`config.mk`:
```
export PLATFORM = sky130hd
export DESIGN_NAME = rtc_seg_scan_mux
export DESIGN_NICKNAME = d
export VERILOG_FILES = /design/src/rtl/rtc_seg_scan_mux.sv
export SDC_FILE = /design/constraint.sdc
export NUM_CORES = 1
export LEC_CHECK = 0
export ABC_AREA = 1
export ABC_CLOCK_PERIOD_IN_PS = 1600
export BUFFER_PORTS_ARGS = -buffer_cell sky130_fd_sc_hd__buf_4
export CAP_MARGIN = 0
export CORE_MARGIN = 4
export CORE_UTILIZATION = 54
export CTS_BUF_LIST = sky130_fd_sc_hd__clkbuf_4
export CTS_CLUSTER_DIAMETER = 100
export DETAILED_ROUTE_END_ITERATION = 7
export PLACE_DENSITY = 0.82
export SETUP_SLACK_MARGIN = 0.05
export SLEW_MARGIN = 25
export SYNTH_ARGS = -nofsm -noshare
export SYNTH_HDL_FRONTEND = slang
export SYNTH_SLANG_ARGS = --single-unit
```
`constraint.sdc`:
```
create_clock -name i_sys_clk -period 1.6 [get_ports i_sys_clk]
set_input_delay 0.32 -clock i_sys_clk [delete_from_list [all_inputs] [get_ports i_sys_clk]]
set_output_delay 0.32 -clock i_sys_clk [all_outputs]
set_load 0.02 [all_outputs]
```
`src/rtl/rtc_seg_scan_mux.sv`:
```
// rtc_seg_scan_mux
//   Time-multiplexed 7-segment scan driver for the RTC/stopwatch display.
//   Drives one digit per slot. Each slot starts with an all-off blank window
//   to suppress ghosting. The rest of the slot is gated by a 16-level PWM
//   and a per-digit blank mask. New frame data is double-buffered: i_load
//   fills a shadow register, which is committed only at frame end, so a
//   frame is never torn.
//
// Ports
//   i_sys_clk      system clock
//   i_reset_n      synchronous, active-low reset
//   i_enable       scan enable; low forces counters to 0 and outputs off
//   i_seg_data     segment codes, digit k at [8k+7:8k]
//   i_blank_mask   bit k = 1 blanks digit k
//   i_load         one-cycle strobe capturing i_seg_data / i_blank_mask
//   i_bright       PWM brightness, 0 = 1/16 duty, 15 = full
//   o_segments     segment code for the current digit (registered)
//   o_digits       one-hot digit enables, polarity per DIGIT_ACTIVE_LOW
//   o_frame_start  pulse on the output cycle of digit 0, slot cycle 0
//   o_update_done  pulse on the first output cycle of a newly committed frame

module rtc_seg_scan_mux #(
    parameter int unsigned NUM_DIGITS       = 6,
    parameter int unsigned CYCLES_PER_DIGIT = 100000,
    parameter int unsigned BLANK_CYCLES     = 1000,
    parameter bit          DIGIT_ACTIVE_LOW = 1'b1,
    parameter logic [7:0]  SEG_OFF          = 8'hFF
) (
    input  logic                    i_sys_clk,
    input  logic                    i_reset_n,
    input  logic                    i_enable,
    input  logic [8*NUM_DIGITS-1:0] i_seg_data,
    input  logic [NUM_DIGITS-1:0]   i_blank_mask,
    input  logic                    i_load,
    input  logic [3:0]              i_bright,
    output logic [7:0]              o_segments,
    output logic [NUM_DIGITS-1:0]   o_digits,
    output logic                    o_frame_start,
    output logic                    o_update_done
);

    localparam int unsigned CW = (CYCLES_PER_DIGIT > 1) ? $clog2(CYCLES_PER_DIGIT) : 1;
    localparam int unsigned IW = (NUM_DIGITS > 1) ? $clog2(NUM_DIGITS) : 1;

    localparam logic [CW-1:0] CNT_LAST    = CW'(CYCLES_PER_DIGIT - 1);
    localparam logic [CW-1:0] BLANK_START = CW'(BLANK_CYCLES);
    localparam logic [IW-1:0] IDX_LAST    = IW'(NUM_DIGITS - 1);
    localparam logic [NUM_DIGITS-1:0] DIG_OFF =
        DIGIT_ACTIVE_LOW ? {NUM_DIGITS{1'b1}} : {NUM_DIGITS{1'b0}};

    logic [CW-1:0] cnt_q, cnt_d;
    logic [IW-1:0] idx_q, idx_d;
    logic [3:0]    pwm_q, pwm_d;

    logic [NUM_DIGITS-1:0][7:0] shadow_seg_q, shadow_seg_d;
    logic [NUM_DIGITS-1:0]      shadow_mask_q, shadow_mask_d;
    logic                       pending_q, pending_d;
    logic [NUM_DIGITS-1:0][7:0] active_seg_q, active_seg_d;
    logic [NUM_DIGITS-1:0]      active_mask_q, active_mask_d;
    logic                       commit_q, commit_d;

    logic [7:0]            segments_q, segments_d;
    logic [NUM_DIGITS-1:0] digits_q, digits_d;
    logic                  frame_start_q, frame_start_d;
    logic                  update_done_q, update_done_d;

    logic                  frame_end;
    logic                  lit;
    logic [NUM_DIGITS-1:0] dig_one_hot;

    always_comb begin
        cnt_d         = cnt_q;
        idx_d         = idx_q;
        pwm_d         = pwm_q;
        shadow_seg_d  = shadow_seg_q;
        shadow_mask_d = shadow_mask_q;
        pending_d     = pending_q;
        active_seg_d  = active_seg_q;
        active_mask_d = active_mask_q;
        commit_d      = 1'b0;

        frame_end = i_enable && (cnt_q == CNT_LAST) && (idx_q == IDX_LAST);

        if (!i_enable) begin
            cnt_d = '0;
            idx_d = '0;
            pwm_d = '0;
        end else begin
            pwm_d = pwm_q + 4'd1;
            if (cnt_q == CNT_LAST) begin
                cnt_d = '0;
                idx_d = (idx_q == IDX_LAST) ? '0 : idx_q + IW'(1);
            end else begin
                cnt_d = cnt_q + CW'(1);
            end
        end

        if (i_load) begin
            shadow_seg_d  = i_seg_data;
            shadow_mask_d = i_blank_mask;
            pending_d     = 1'b1;
        end

        // A load on the frame-end cycle bypasses the shadow and commits directly.
        if (frame_end && (pending_q || i_load)) begin
            active_seg_d  = i_load ? i_seg_data   : shadow_seg_q;
            active_mask_d = i_load ? i_blank_mask : shadow_mask_q;
            pending_d     = 1'b0;
            commit_d      = 1'b1;
        end

        // Display decisions use the pre-commit active register, so the
        // frame-end cycle still shows the old frame.
        lit = i_enable && (cnt_q >= BLANK_START) && (pwm_q <= i_bright)
              && !active_mask_q[idx_q];
        dig_one_hot = NUM_DIGITS'(1) << idx_q;

        segments_d    = lit ? active_seg_q[idx_q] : SEG_OFF;
        digits_d      = lit ? (DIGIT_ACTIVE_LOW ? ~dig_one_hot : dig_one_hot) : DIG_OFF;
        frame_start_d = i_enable && (cnt_q == '0) && (idx_q == '0);
        // Delayed by one clock so the pulse lines up with the new frame's first output.
        update_done_d = commit_q;
    end

    always_ff @(posedge i_sys_clk) begin
        if (!i_reset_n) begin
            cnt_q         <= '0;
            idx_q         <= '0;
            pwm_q         <= '0;
            shadow_seg_q  <= {NUM_DIGITS{SEG_OFF}};
            shadow_mask_q <= '0;
            pending_q     <= 1'b0;
            active_seg_q  <= {NUM_DIGITS{SEG_OFF}};
            active_mask_q <= '0;
            commit_q      <= 1'b0;
            segments_q    <= SEG_OFF;
            digits_q      <= DIG_OFF;
            frame_start_q <= 1'b0;
            update_done_q <= 1'b0;
        end else begin
            cnt_q         <= cnt_d;
            idx_q         <= idx_d;
            pwm_q         <= pwm_d;
            shadow_seg_q  <= shadow_seg_d;
            shadow_mask_q <= shadow_mask_d;
            pending_q     <= pending_d;
            active_seg_q  <= active_seg_d;
            active_mask_q <= active_mask_d;
            commit_q      <= commit_d;
            segments_q    <= segments_d;
            digits_q      <= digits_d;
            frame_start_q <= frame_start_d;
            update_done_q <= update_done_d;
        end
    end

    assign o_segments    = segments_q;
    assign o_digits      = digits_q;
    assign o_frame_start = frame_start_q;
    assign o_update_done = update_done_q;

endmodule

```
==> results by group <==
Run status
  • Run status: finished with violations
  • Failing checks: setup timing

Clock network
  • Clock Tree Buf Depth: 2
  • Clock net sink count: 150
  • Clk pin slew, worst setup/hold paths: 0.12 ns
  • Root Buffer: clkbuf_4
  • Htree depth: 4
  • Clk Latency, worst-skew pair: between 0.5 and 0.6 ns
  • Num CTS Buffers: 17
  • CTS tree: done

Placement
  • Final RePlAce weighted congestion: 0.949
  • Detail Placement HPWL: between 10 and 15 mm
  • Cell area after placement: 7340 sq um
  • Number of I/O port buffers: 77

Power
  • Leakage: 4.22 nW
  • PD cells: 839 nW/um^2
  • Peak supply drop: 0.646 mV

Setup path
  • Critical path capture point type: flop
  • Register-to-Register Setup Slack: -0.006 ns
  • Reg2reg end: active_seg_q[36]
  • CP Data Required Time: 2.06 ns
  • Crit path kind: flop to flop
  • RR Startpoint: cnt_q[0]
  • Setup crit start: cnt_q[0]
  • Worst path arrival time: 2.06 ns
  • R2r worst-path depth: 10
  • Worst Setup Start Kind: flop
  • CP Max Fanout: 6

Min path
  • Hold Path End: shadow_seg_q[3]
  • Worst hold start: i_seg_data[3]
  • Worst hold path cell count: 3
  • Worst hold path class: input pin to flop

STA
  • RSZ-0062 raised after global routing: true
  • Tcrit/Tclk final: 100%
  • Fin Setup TNS: -0.00584 ns
  • Achievable Freq: 0.623 GHz
  • Endpoints failing setup: 1
  • Min cycle time layout: 1.61 ns
  • Final Skew: 0.0126 ns
  • Worst slew margin: just over 70%
  • Final Hold Viols: 0
  • Final worst slack: -0.00584 ns
  • Worst-Margin Slew: 0.426 ns
  • Count of pins over their slew limit: 0

Floorplan
  • Die Footprint: between 10000 and 15000 sq um
  • Die Width: roughly 120 um
  • Row count: 39
  • CORE AREA: 11600 sq um
  • # IOs: 78
  • Initial Utilization: a little under three fifths
  • Die H: 118 um

Routing
  • DR WL/cell: 15.1 um
  • Drt initial violations: 650
  • First-pass detailed-route iteration total: 5
  • DR vias/cell: approximately 5.4
  • Post-Route WL: 17.3 mm
  • Post-route ant nets: 0
  • # DRC: 0
  • Via count: 6165

Final layout
  • Layout cells sized above 1: 21.9%
  • Diodes inserted: 0
  • Final net count: ~1100
  • Synth-to-layout area growth: 31.8%
  • Post-route cell area: roughly 8600 sq um

Synthesis
  • Post-Synthesis Cells: 847
  • Avg Cell Area, Syn: 7.68 sq um
  • Synth unique cells: 35
  • Post-Syn Area: 6500 sq um
  • Synthesized flop and latch total: 150
  • Syn nets: 917
  • Sequential area share after synthesis: 46.2%
  • Yosys warns: 0

Global routing
  • Pin count of the biggest net entering global routing: between 90 and 100
  • Vias in the first global route: approximately 5800
  • First-pass GRT wire length: between 20 and 30 mm
  • All-Layer GR Usage: 23.8%
  • Initial antenna violation count: 0
  • GRT overflow: 0

Flow run
  • Max Cap Viol: 0
==> sequential cells by signal (all words and copies together) (netlist names) <==
register,cells
pending_q,1
active_mask_q,6
o_digits,6
cnt_q,17
o_frame_start,1
shadow_seg_q,48
o_update_done,1
idx_q,3
active_seg_q,48
shadow_mask_q,6
o_segments,8
commit_q,1
pwm_q,4
==> logic make-up (layout without fill, tap and decap cells) <==
kind of cell | count (synthesis) | after routing | share of synthesized area (%)
and+or+nand+nor | 411 | 411 | 29.2
buffers and inverters | 183 | 338 | 12.1
DFF | 150 | 150 | 46.2
AOI/OAI and AO/OA | 58 | 58 | 5.31
muxes | 32 | 32 | 4.93
adders and majority gates | 8 | 8 | 1.54
xor gates and xnor gates | 5 | 5 | 0.673
==> layout by cell type (no fill, tap or decap), types with 9 or more instances in the layout <==
master	Yosys	final
nand2_1	201	196
dfxtp_1	150	137
inv_1	135	132
buf_4	5	104
nand3_1	81	73
nand4_1	40	40
nor2_1	50	39
dlygate4sd3_1	0	39
mux2i_1	32	32
clkbuf_4	0	19
a21oi_1	18	18
a22oi_1	17	16
nand3b_1	16	16
dfxtp_2	0	11
buf_12	0	11
nor2_4	2	9
nand3_2	3	9
o21ai_1	6	9
==> worst max path at each step <==
stage	end	slack [ns]	depth (start not counted)
after global routing	active_seg_q[28]	-0.07	10
final	active_seg_q[36]	-0.006	10
after detailed placement	active_mask_q[0]	-0.04	8
after global placement	active_mask_q[1]	0.002	8
after CTS	active_seg_q[20]	-0.01	11
after floorplan	cnt_q[10]	0.10	9
==> layer usage <==
metal  wire length, um  GRT usage (%)  part of all wire, %
met5                 0              0                    0
met4               438           11.1                  2.5
met3              1470           7.54                  8.5
met2              8230           36.5                   47
met1              7190           30.5                   41
==> repair_timing <==
item | 4_1_cts | 5_1_grt
pin swaps | 38 | 25
hold buffers | 35 | 4
buffers inserted | 7 | 4
hold endpoints to repair | 35 | 4
endpoints found under the setup margin | 66 | 90
gates cloned | 4 | 5
resized for setup | 18 | 57
==> per-stage QoR <==
step	std cells	total power [mW]	util [%]	hold slack, ns	worst slack (ns)
3_5_place_dp	1058	4.40	63.2	0.410	-0.0391
4_1_cts	1136	7.18	71.5	0.00133	-0.0148
3_3_place_gp	1058	4.38	63.2	0.406	0.00248
2_1_floorplan	847	4.19	-	0.390	0.101
6_report	1145	7.19	73.8	0.0277	-0.00584
5_1_grt	1145	7.46	73.8	0.000571	-0.0746
==> synth_stat cells <==
library cell,n,area [sq um]
nor4_1,1,6.26
xor2_1,4,35.0
clkinv_2,1,5.00
o22ai_1,8,50.1
nor3_1,9,45.0
xnor2_1,1,8.76
clkbuf_1,21,78.8
nand3_2,3,30.0
ha_1,8,100
nor2_4,2,22.5
nand4_4,1,21.3
o21ai_1,6,30.0
o21ai_0,8,40.0
nor2_2,2,12.5
nor3b_1,1,7.51
nand2_1,201,754
or2_2,1,6.26
a22oi_1,17,128
buf_1,2,7.51
inv_1,135,507
clkinv_1,1,3.75
o21bai_1,1,7.51
nand3b_1,16,120
nand2_2,2,12.5
buf_4,5,37.5
nor2_1,50,188
nand3_1,81,405
dfxtp_1,150,3000
nand4_1,40,250
mux2i_1,32,320
a21oi_1,18,90.1
inv_2,2,7.51
buf_2,6,30.0
buf_6,10,113
nor2_8,1,20.0
==> worst max-delay path: stages (launching register included) <==
cell       delay [ns]
dfxtp_2          0.37
ha_4             0.15
nand2_4          0.07
nor2_4           0.13
nand3_4          0.10
nor2_8           0.14
buf_6            0.16
clkbuf_16        0.15
nand4_1          0.10
nand2_1          0.09
inv_1            0.05
==> power breakdown <==
group          switching [mW]  internal [mW]
clock                    1.37           1.42
sequential             0.0271           3.82
combinational           0.262          0.284
total                    1.66           5.53
==> area by class of cell <==
cell class / count / area, sq um
Clock buffer: 19 / 143
Clock inverter: 13 / 203
Fill cell: 790 / 3040
Inverter: 139 / 526
Multi-Input combinational cell: 514 / 2890
Sequential cell: 150 / 3020
Tap cell: 143 / 179
Timing Repair Buffer: 167 / 1610
No activity file was read; power rests on OpenSTA's default activity.
